**src/rtl/ir_decode_stage.sv**
```systemverilog
// Instruction register, fetch-PC latch and MDR for the 16-bit multi-cycle core.
// Presents the FSM control word, register indices and sign-extended immediate.
module ir_decode_stage #(
    parameter int WIDTH = 16
) (
    input  logic             CLK,
    input  logic             Reset,
    input  logic             IRWrite,
    input  logic             MemR,
    input  logic [WIDTH-1:0] mem_rdata,
    input  logic [WIDTH-1:0] pc_in,
    output logic [6:0]       control_word,
    output logic [2:0]       rd,
    output logic [2:0]       rs1,
    output logic [2:0]       rs2,
    output logic [WIDTH-1:0] imm,
    output logic [WIDTH-1:0] old_pc,
    output logic [WIDTH-1:0] mdr,
    output logic             instr_valid,
    output logic             illegal_op
);

    logic [15:0] ir;
    logic [2:0]  opcode;
    logic [6:0]  f7_hi;
    logic [6:0]  f7_split;
    logic [9:0]  f10;

    // Instruction register, its PC and the valid flag load together on IRWrite
    always_ff @(posedge CLK or posedge Reset) begin
        if (Reset) begin
            ir          <= '0;
            old_pc      <= '0;
            instr_valid <= 1'b0;
        end else if (IRWrite) begin
            ir          <= mem_rdata;
            old_pc      <= pc_in;
            instr_valid <= 1'b1;
        end
    end

    // Memory data register, independent of IRWrite
    always_ff @(posedge CLK or posedge Reset) begin
        if (Reset) begin
            mdr <= '0;
        end else if (MemR) begin
            mdr <= mem_rdata;
        end
    end

    assign opcode       = ir[2:0];
    assign control_word = {ir[15:12], ir[2:0]};
    assign rd           = ir[5:3];
    assign rs1          = ir[8:6];
    assign rs2          = ir[11:9];
    assign f7_hi        = ir[15:9];
    assign f7_split     = {ir[15:12], ir[5:3]};
    assign f10          = ir[15:6];
    assign illegal_op   = instr_valid && (opcode == 3'd7);

    // Immediate format chosen by opcode; branch/jump offsets are halfword scaled
    always_comb begin
        imm = '0;
        unique case (opcode)
            3'd0: imm = '0;
            3'd1: imm = {{9{f7_hi[6]}}, f7_hi};
            3'd2: imm = {{9{f7_hi[6]}}, f7_hi};
            3'd3: imm = {{9{f7_split[6]}}, f7_split};
            3'd4: imm = {{8{f7_split[6]}}, f7_split, 1'b0};
            3'd5: imm = {{9{f7_hi[6]}}, f7_hi};
            3'd6: imm = {{5{f10[9]}}, f10, 1'b0};
            3'd7: imm = '0;
            default: imm = '0;
        endcase
    end

endmodule

```
**config.mk**
```make
export PLATFORM = sky130hd
export DESIGN_NAME = ir_decode_stage
export DESIGN_NICKNAME = d
export VERILOG_FILES = /design/src/rtl/ir_decode_stage.sv
export SDC_FILE = /design/constraint.sdc
export NUM_CORES = 1
export LEC_CHECK = 0
export ABC_AREA = 1
export CAP_MARGIN = 20
export CORE_ASPECT_RATIO = 0.75
export CORE_MARGIN = 2
export CORE_UTILIZATION = 40
export CTS_CLUSTER_SIZE = 25
export DETAILED_ROUTE_END_ITERATION = 16
export GPL_ROUTABILITY_DRIVEN = 0
export GPL_TIMING_DRIVEN = 0
export PLACE_DENSITY_LB_ADDON = 0.05
export SLEW_MARGIN = 20
export SYNTH_ARGS = -nofsm -noshare
export SYNTH_HDL_FRONTEND = slang
export SYNTH_SLANG_ARGS = --single-unit
```
**constraint.sdc**
```tcl
create_clock -name CLK -period 1.5 [get_ports CLK]
set_input_delay 0.225 -clock CLK [delete_from_list [all_inputs] [get_ports CLK]]
set_output_delay 0.225 -clock CLK [all_outputs]
set_load 0.01 [all_outputs]
```
# [Yosys cells after proc, flatten, opt, wreduce, memory -nomap -nowiden]
# Index checks and enable logic that the tools add are counted.
[word_totals] output_inout_bits=66 inputBits=36 elab_cells=16 reg_bits=49
[op_classes] mux=1 eq_ne=7 reduce_logical=4
[ops] op="$pmux W16 S5" n=1
[ops] op="$eq A3 B3 Y1 const B" n=4
[ops] op="$eq A3 B2 Y1 const B" n=2
[ops] op="$eq A3 B1 Y1 const B" n=1
[ops] op="$logic_not A3 Y1" n=1
[ops] op="$reduce_or A3 Y1" n=1
[ops] op="$reduce_or A2 Y1" n=1
[ops] op="$logic_and A1 B1 Y1" n=1

# [Logic depth before layout (Yosys ltp)]
# Gate-level depths: netlist (run 1).
[logic_depth] ltp_word=3 ltp_mapped=7 mapped_depth_nobuf=7

# [Worst setup path before layout (run 1)]
# No wires, ideal clock.
[synth_path] path_kind="register to output" start="register ir[1]" end="output port imm[11]" setup_slack_ps=-11 path_buffers=1 required_ps=1275 path_stages_with_launch=7 t_arrival_ps=1286 path_cell_list="dfrtp_1 > nand2_2 > inv_1 > nand2_1 > o21ai_0 > nor2_1 > buf_4"
[synth_between] elab_chain_len=3 elab_cells_between_ends=11 cone_classes="eq/ne: 7; mux: 1; reduce/logical: 3"
[synth_rtl] element="start: declaration" line_no="23" text="logic [15:0] ir;"
[synth_rtl] element="start signal: assignment" line_no="36" text="ir <= mem_rdata;"
[synth_rtl] element="$eq A3 B3 Y1 (tied with other cells)" line_no="64" text="unique case (opcode)"
[synth_rtl] element="$reduce_or A3 Y1 (no source line) / $reduce_or A2 Y1 (equally long branches)"
[synth_rtl] element="$pmux W16 S5 (*)" line_no="64"
[synth_rtl] element="end: declaration" line_no="16" text="output logic [WIDTH-1:0] imm,"
# Mark *: on every way between the ends. The rest lies on a longest branch, timed or not.

# [Worst setup path in the final report (run 1)]
[layout_path] start="register ir[0]" end="output port imm[6]"
# Same word-level chain as after synthesis.

==> out/metrics.yaml, run 1 <==
rows: 23
io_pins: 102
grt_max_degree: 29
cts.path.max_buffers: 2
r2r_slack_ns: 0.51
finalHoldViolations: 0
setup_viol: 17
grt_use_total_pct: 20.3
seq_area_frac_synth_pct: 56.5
timing.setup.critical_path_class: "reg2out"
avgRoutedWirePerCell_um: 13.2
initial_core_util_pct: 41.0
ir_drop_v: 0.000584
fin_setup_tns_ns: -2.83
cts_max_level: 2
die_area_mm2: 0.00604
drc: 0
core_area_mm2: 0.00530
slew_headroom_pct: 63.2
fin_crit_sh_pct: 116
drive_above_1_share_pct: 26.9
p_total_uw: 3300
combinationalPowerShare_pct: 30.5
yosys_warnings: 0
power_density_mw_per_mm2: 919
vias_per_cell: 4.52
clk_latency_ns: 0.29
cts_made_buffers: 5
antenna_left: 0
routed_wl_um: 5940
whs_ns: 0.259
leakagePower_uw: 0.00184
ys_ff_latch: 49
multi_input_area_um2: 850
seq_power_share_pct: 46.0
clock_sinks: 49
syn_area_mm2: 0.00217
nets: 410
avgSynthCellArea_um2: 8.93
firstDrtPassIters: 4
p_clk_share_pct: 23.5
synth_cell_types: 17
n_fill_cell: 482
die_x_um: 89.0
p_sw_uw: 966
antenna_found_initial: 0
stdcell_area_mm2: 0.00359
crit_path_max_fanout: 7
final.setup.worst_slack_ns: -0.235
cp-start-kind: "register"
clkTransAtPathRegs_ns: 0.09
p_sw_share_pct: 29.3
vias: 2036
grt_overflow: 0
synth_fp_nets: 279
reg2regPathDepth: 4
grt_pass1_wl_um: 9160
hp-class: "in2async"
critPathArrivalTime_ns: 1.51
fin_worst_skew_ns: 0
synthesis.instances: 243
io_buffers: 100
root_buffer: "clkbuf_8"
dieHeight_um: 67.8
grt_pass1_vias: 1930
tightest_slew_ns: 0.551
drv_cap: 0
slew_violations: 0
hpwl_um: 4140
fmax_mhz: 576
cts_tree: "built"
antenna_cells: 0
p_int_uw: 2330
regArea_mm2: 0.00123
cts_hold_buf: 0
syn_to_final_growth_pct: 65.3
status: "finished with violations"
rsz0062_at_grt: "yes"
cp.required_ns: 1.27
worstSetupEndpointType: "primary output"
initialDrtViolationCount: 76
place_area_mm2: 0.00329
violations: "negative setup slack"
fin_crit_ns: 1.74
==> cells in the final DEF (no fill, tap or decap) <==
master and n:
o22ai_1 1, o21ai_2 1, buf_6 11, o21ai_0 6, buf_2 13, inv_1 12
dfrtp_2 1, dfrtp_1 48, nand2_2 9, nor2_2 1, clkinv_2 1, buf_4 26
inv_6 1, nand3_4 1, nand2_1 114, inv_2 7, dlygate4sd2_1 3, nand4_1 6
clkbuf_1 4, dlymetal6s2s_1 6, mux2_2 16, nor2_4 4, nand2_4 3, clkdlybuf4s50_1 74
clkbuf_8 5, buf_12 1
==> final timing paths <==
path                            startpoint        end
worst max-delay path                 ir[0]     imm[6]
worst min-delay path                 Reset  old_pc[2]
worst max register to register       ir[0]      ir[0]
worst min register to register   old_pc[5]  old_pc[5]
max in group asynchronous            Reset     ir[12]
min in group CLK                      MemR     mdr[5]
==> metrics by stage <==
stage / util, % / setup WS [ns] / std cells
floorplan: - / 0.0905 / 243
global placement: 61.7 / -0.873 / 418
detailed placement: 62.1 / -0.439 / 419
CTS: 65.9 / -0.225 / 446
global route: 67.7 / -0.332 / 450
finish: 67.7 / -0.235 / 450
==> synth_stat cells <==
master	n	area, µm²
nor2_4	2	22.5
nor2_2	1	6.26
nor2_1	2	7.51
nand2_1	121	454
buf_2	4	20.0
nand4_1	6	37.5
buf_4	6	45.0
inv_1	13	48.8
clkbuf_1	3	11.3
mux2_2	16	180
nand2_4	1	11.3
dfrtp_1	49	1230
nand3_2	1	10.0
nand2_2	4	25.0
o21ai_0	7	35.0
inv_2	6	22.5
o22ai_1	1	6.26
==> critical path, cell delays in order (launching register included) <==
cell	delay (ns)
dfrtp_1	0.42
inv_2	0.12
nand2_4	0.08
nor2_4	0.22
nand2_2	0.07
nand2_1	0.07
inv_1	0.04
nand2_1	0.07
buf_2	0.13
==> layer usage <==
| layer | track usage, % | up-vias | routed length [µm] |
|---|---|---|---|
| li1 | - | 1011 | - |
| met1 | 28.1 | 953 | 2780 |
| met2 | 32.7 | 66 | 2740 |
| met3 | 4.77 | 6 | 376 |
| met4 | 4.48 | 0 | 48 |
| met5 | 0 | - | 0 |
==> power by group through the flow <==
| stage | Combinational (µW) | Clock [µW] | Sequential [µW] |
|---|---|---|---|
| global route | 1090 | 844 | 1530 |
| global placement | 899 | 0 | 1550 |
| floorplan | 320 | 0 | 1600 |
| finish | 1010 | 774 | 1520 |
| CTS | 970 | 788 | 1520 |
| detailed placement | 913 | 0 | 1560 |
==> sequential cells by signal, summed over array words and instances, names as in the netlist <==
register     flops
mdr             16
ir              16
instr_valid      1
old_pc          16
==> repair_timing <==
action	in CTS	in global routing
gates resized for setup	85	19
endpoints found under the hold margin	0	0
setup endpoints to repair	28	24
buffers inserted	21	4
pin swaps	7	14
==> area by class of cell <==
class                   count  share of cell area (%)
inverters                  19                    1.99
clock buffers               6                    2.02
clock inverters             2                   0.384
multi-input cells         162                    23.7
plain buffers              11                    1.71
well taps                  75                    2.62
flip-flops and latches     49                    34.2
repair buffers            126                    33.4
==> logic make-up (layout without fill, tap and decap cells) <==
kind of cell / after synthesis / in the layout / share of synthesized area (%)
multiplexers: 16 / 16 / 8.30
AO/OA/AOI/OAI: 8 / 8 / 1.90
flip-flops: 49 / 49 / 56.5
buffers and inverters: 32 / 164 / 6.81
AND/OR/NAND/NOR: 138 / 138 / 26.5
Note: power is estimated with default switching activity, not from simulation.
==> run 2, diff against run 1 <==
--- a/config.mk
+++ b/config.mk
@@ -15,7 +15,7 @@
 export GPL_ROUTABILITY_DRIVEN = 0
 export GPL_TIMING_DRIVEN = 0
 export PLACE_DENSITY_LB_ADDON = 0.05
-export SLEW_MARGIN = 20
+export SLEW_MARGIN = 15
 export SYNTH_ARGS = -nofsm -noshare
 export SYNTH_HDL_FRONTEND = slang
 export SYNTH_SLANG_ARGS = --single-unit
==> results of run 2 <==
The final DEF is identical to that of run 1; final timing and power are the same.
==> run 3, diff against run 2 <==
--- a/config.mk
+++ b/config.mk
@@ -10,11 +10,12 @@
 export CORE_ASPECT_RATIO = 0.75
 export CORE_MARGIN = 2
 export CORE_UTILIZATION = 40
+export CTS_CLUSTER_DIAMETER = 150
 export CTS_CLUSTER_SIZE = 25
 export DETAILED_ROUTE_END_ITERATION = 16
 export GPL_ROUTABILITY_DRIVEN = 0
 export GPL_TIMING_DRIVEN = 0
-export PLACE_DENSITY_LB_ADDON = 0.05
+export PLACE_DENSITY = 0.78
 export SLEW_MARGIN = 15
 export SYNTH_ARGS = -nofsm -noshare
 export SYNTH_HDL_FRONTEND = slang
==> run 3 against run 2 <==
Effect of this change: the run still ends with negative setup slack left; critical path type unchanged; first-iteration DRC count rose by 39%; non-clock buffer count up 5; critical path depth unchanged; fmax is 4.0% lower; sequential cell count unchanged; setup slack got worse by 0.073 ns; largest cell class unchanged.
==> out/metrics.yaml, run 3 (synthesis gave the netlist of run 1 again) <==
cts.path.max_buffers: 2  # unchanged
worstSetupEndpointType: "primary output"  # unchanged
grt_max_degree: 27  # was 29
antenna_cells: 0  # unchanged
n_fill_cell: 430  # was 482
power_density_mw_per_mm2: 908  # was 919 mW/mm²
vias_per_cell: 4.60  # was 4.52
finalHoldViolations: 0  # unchanged
clkTransAtPathRegs_ns: 0.09  # about the same
antenna_left: 0  # unchanged
fin_worst_skew_ns: 0  # unchanged
antenna_found_initial: 0  # unchanged
drv_cap: 0  # unchanged
cp.required_ns: 1.27  # about the same
dieHeight_um: 67.8  # unchanged
cts_made_buffers: 5  # unchanged
fin_crit_ns: 1.81  # was 1.74 ns
grt_overflow: 0  # unchanged
leakagePower_uw: 0.00186  # was 0.00184 µW
firstDrtPassIters: 4  # unchanged
final.setup.worst_slack_ns: -0.308  # was -0.235 ns
stdcell_area_mm2: 0.00368  # was 0.00359 mm²
cts_max_level: 2  # unchanged
mostFrequentLayoutCells: "nand2_1, clkdlybuf4s50_1, dfrtp_1"  # unchanged
grt_pass1_vias: 1988  # was 1930
avgRoutedWirePerCell_um: 13.5  # was 13.2 µm
fin_crit_sh_pct: 121  # was 116%
dp.cells: 419  # unchanged
drive_above_1_share_pct: 28.2  # was 26.9%
io_buffers: 100  # unchanged
place_ws_ns: -0.449  # was -0.439 ns
crit_path_max_fanout: 4  # was 7
reg.largest.list: "ir (16), mdr (16), old_pc (16)"  # unchanged
setup_viol: 17  # unchanged
tightest_slew_ns: 0.525  # was 0.551 ns
die_area_mm2: 0.00604  # unchanged
fmax_mhz: 553  # was 576 MHz
post-route-util_pct: 69.5  # was 67.7%
routed_wl_um: 6140  # was 5940 µm
io_pins: 102  # unchanged
cp-start-kind: "register"  # unchanged
rows: 23  # unchanged
nets: 415  # was 410
rsz0062_at_grt: "yes"  # unchanged
core_area_mm2: 0.00530  # unchanged
initial_core_util_pct: 41.0  # unchanged
clk_latency_ns: 0.29  # about the same
status: "finished with violations"  # unchanged
syn_to_final_growth_pct: 69.6  # was 65.3%
drc: 0  # unchanged
fin_setup_tns_ns: -3.99  # was -2.83 ns
mostFrequentLayoutCell: "nand2_1"  # unchanged
cts_tree: "built"  # unchanged
root_buffer: "clkbuf_8"  # unchanged
timing.setup.critical_path_class: "reg2out"  # unchanged
ir_drop_v: 0.000567  # was 0.000584 V
grt_pass1_wl_um: 9390  # was 9160 µm
critPathArrivalTime_ns: 1.58  # was 1.51 ns
clock_sinks: 49  # unchanged
grt_use_total_pct: 20.5  # was 20.3%
hpwl_um: 4260  # was 4140 µm
die_x_um: 89.0  # unchanged
initialDrtViolationCount: 106  # was 76
violations: "negative setup slack"  # unchanged
slew_violations: 0  # unchanged
place_area_mm2: 0.00329  # unchanged
hp-class: "in2async"  # unchanged
slew_headroom_pct: 65.0  # was 63.2%
vias: 2094  # was 2036
final_cells: 455  # was 450
==> run 3: critical path: stages, from the launching register on <==
cell     delay [ns]
dfrtp_1        0.42
inv_2          0.10
nand2_4        0.07
buf_4          0.14
o21ai_4        0.14
nor2_4         0.06
buf_4          0.14
buf_6          0.10
buf_6          0.11
==> run 3: final cells by class <==
type / instances / area, µm² / share of cell area, %
Tap cell: 75 / 93.8 / 2.55
Sequential cell: 49 / 1230 / 33.4
Timing Repair Buffer: 131 / 1260 / 34.1
Multi-Input combinational cell: 162 / 872 / 23.7
Inverter: 19 / 71.3 / 1.94
Clock inverter: 3 / 17.5 / 0.476
Clock buffer: 5 / 68.8 / 1.87
Buffer: 11 / 72.6 / 1.97
==> run 3: worst paths after layout <==
path                            startpoint          to  slack, ns  cells after the start
worst max-delay path                 ir[1]     imm[13]      -0.31                      8
min in group CLK                      MemR      mdr[3]       0.29                      2
worst min-delay path                 Reset   old_pc[4]       0.28                      2
max in group asynchronous            Reset      ir[15]       0.70                      3
worst max register to register       ir[0]       ir[0]       0.56                      4
worst min register to register  old_pc[11]  old_pc[11]       0.48                      2
==> run 3: what timing repair did <==
action	4_1_cts	5_1_grt
resized for setup	104	17
setup endpoints to repair	28	20
hold buffers	0	0
setup buffers	24	7
pin swaps	19	11
==> run 3: through the flow <==
step	hold slack, ns	total power, µW
after floorplan	0.338	1920
after global placement	0.455	2450
after detailed placement	0.458	2470
after CTS	0.289	3310
after global routing	0.285	3520
final	0.282	3340
==> run 3: where the power goes <==
group | internal (µW) | total (µW) | switching, µW
registers | 1440 | 1520 | 80.8
clock network | 323 | 768 | 445
logic | 587 | 1050 | 464
total | 2350 | 3340 | 990
==> run 3: metal layers <==
metal  vias to the layer above  track usage, %  wire length, µm
met5                         -               0                0
met2                        69            34.4             3070
met3                         4            5.75              369
met4                         0            6.16               42
li1                       1021               -                -
met1                      1000            26.0             2660
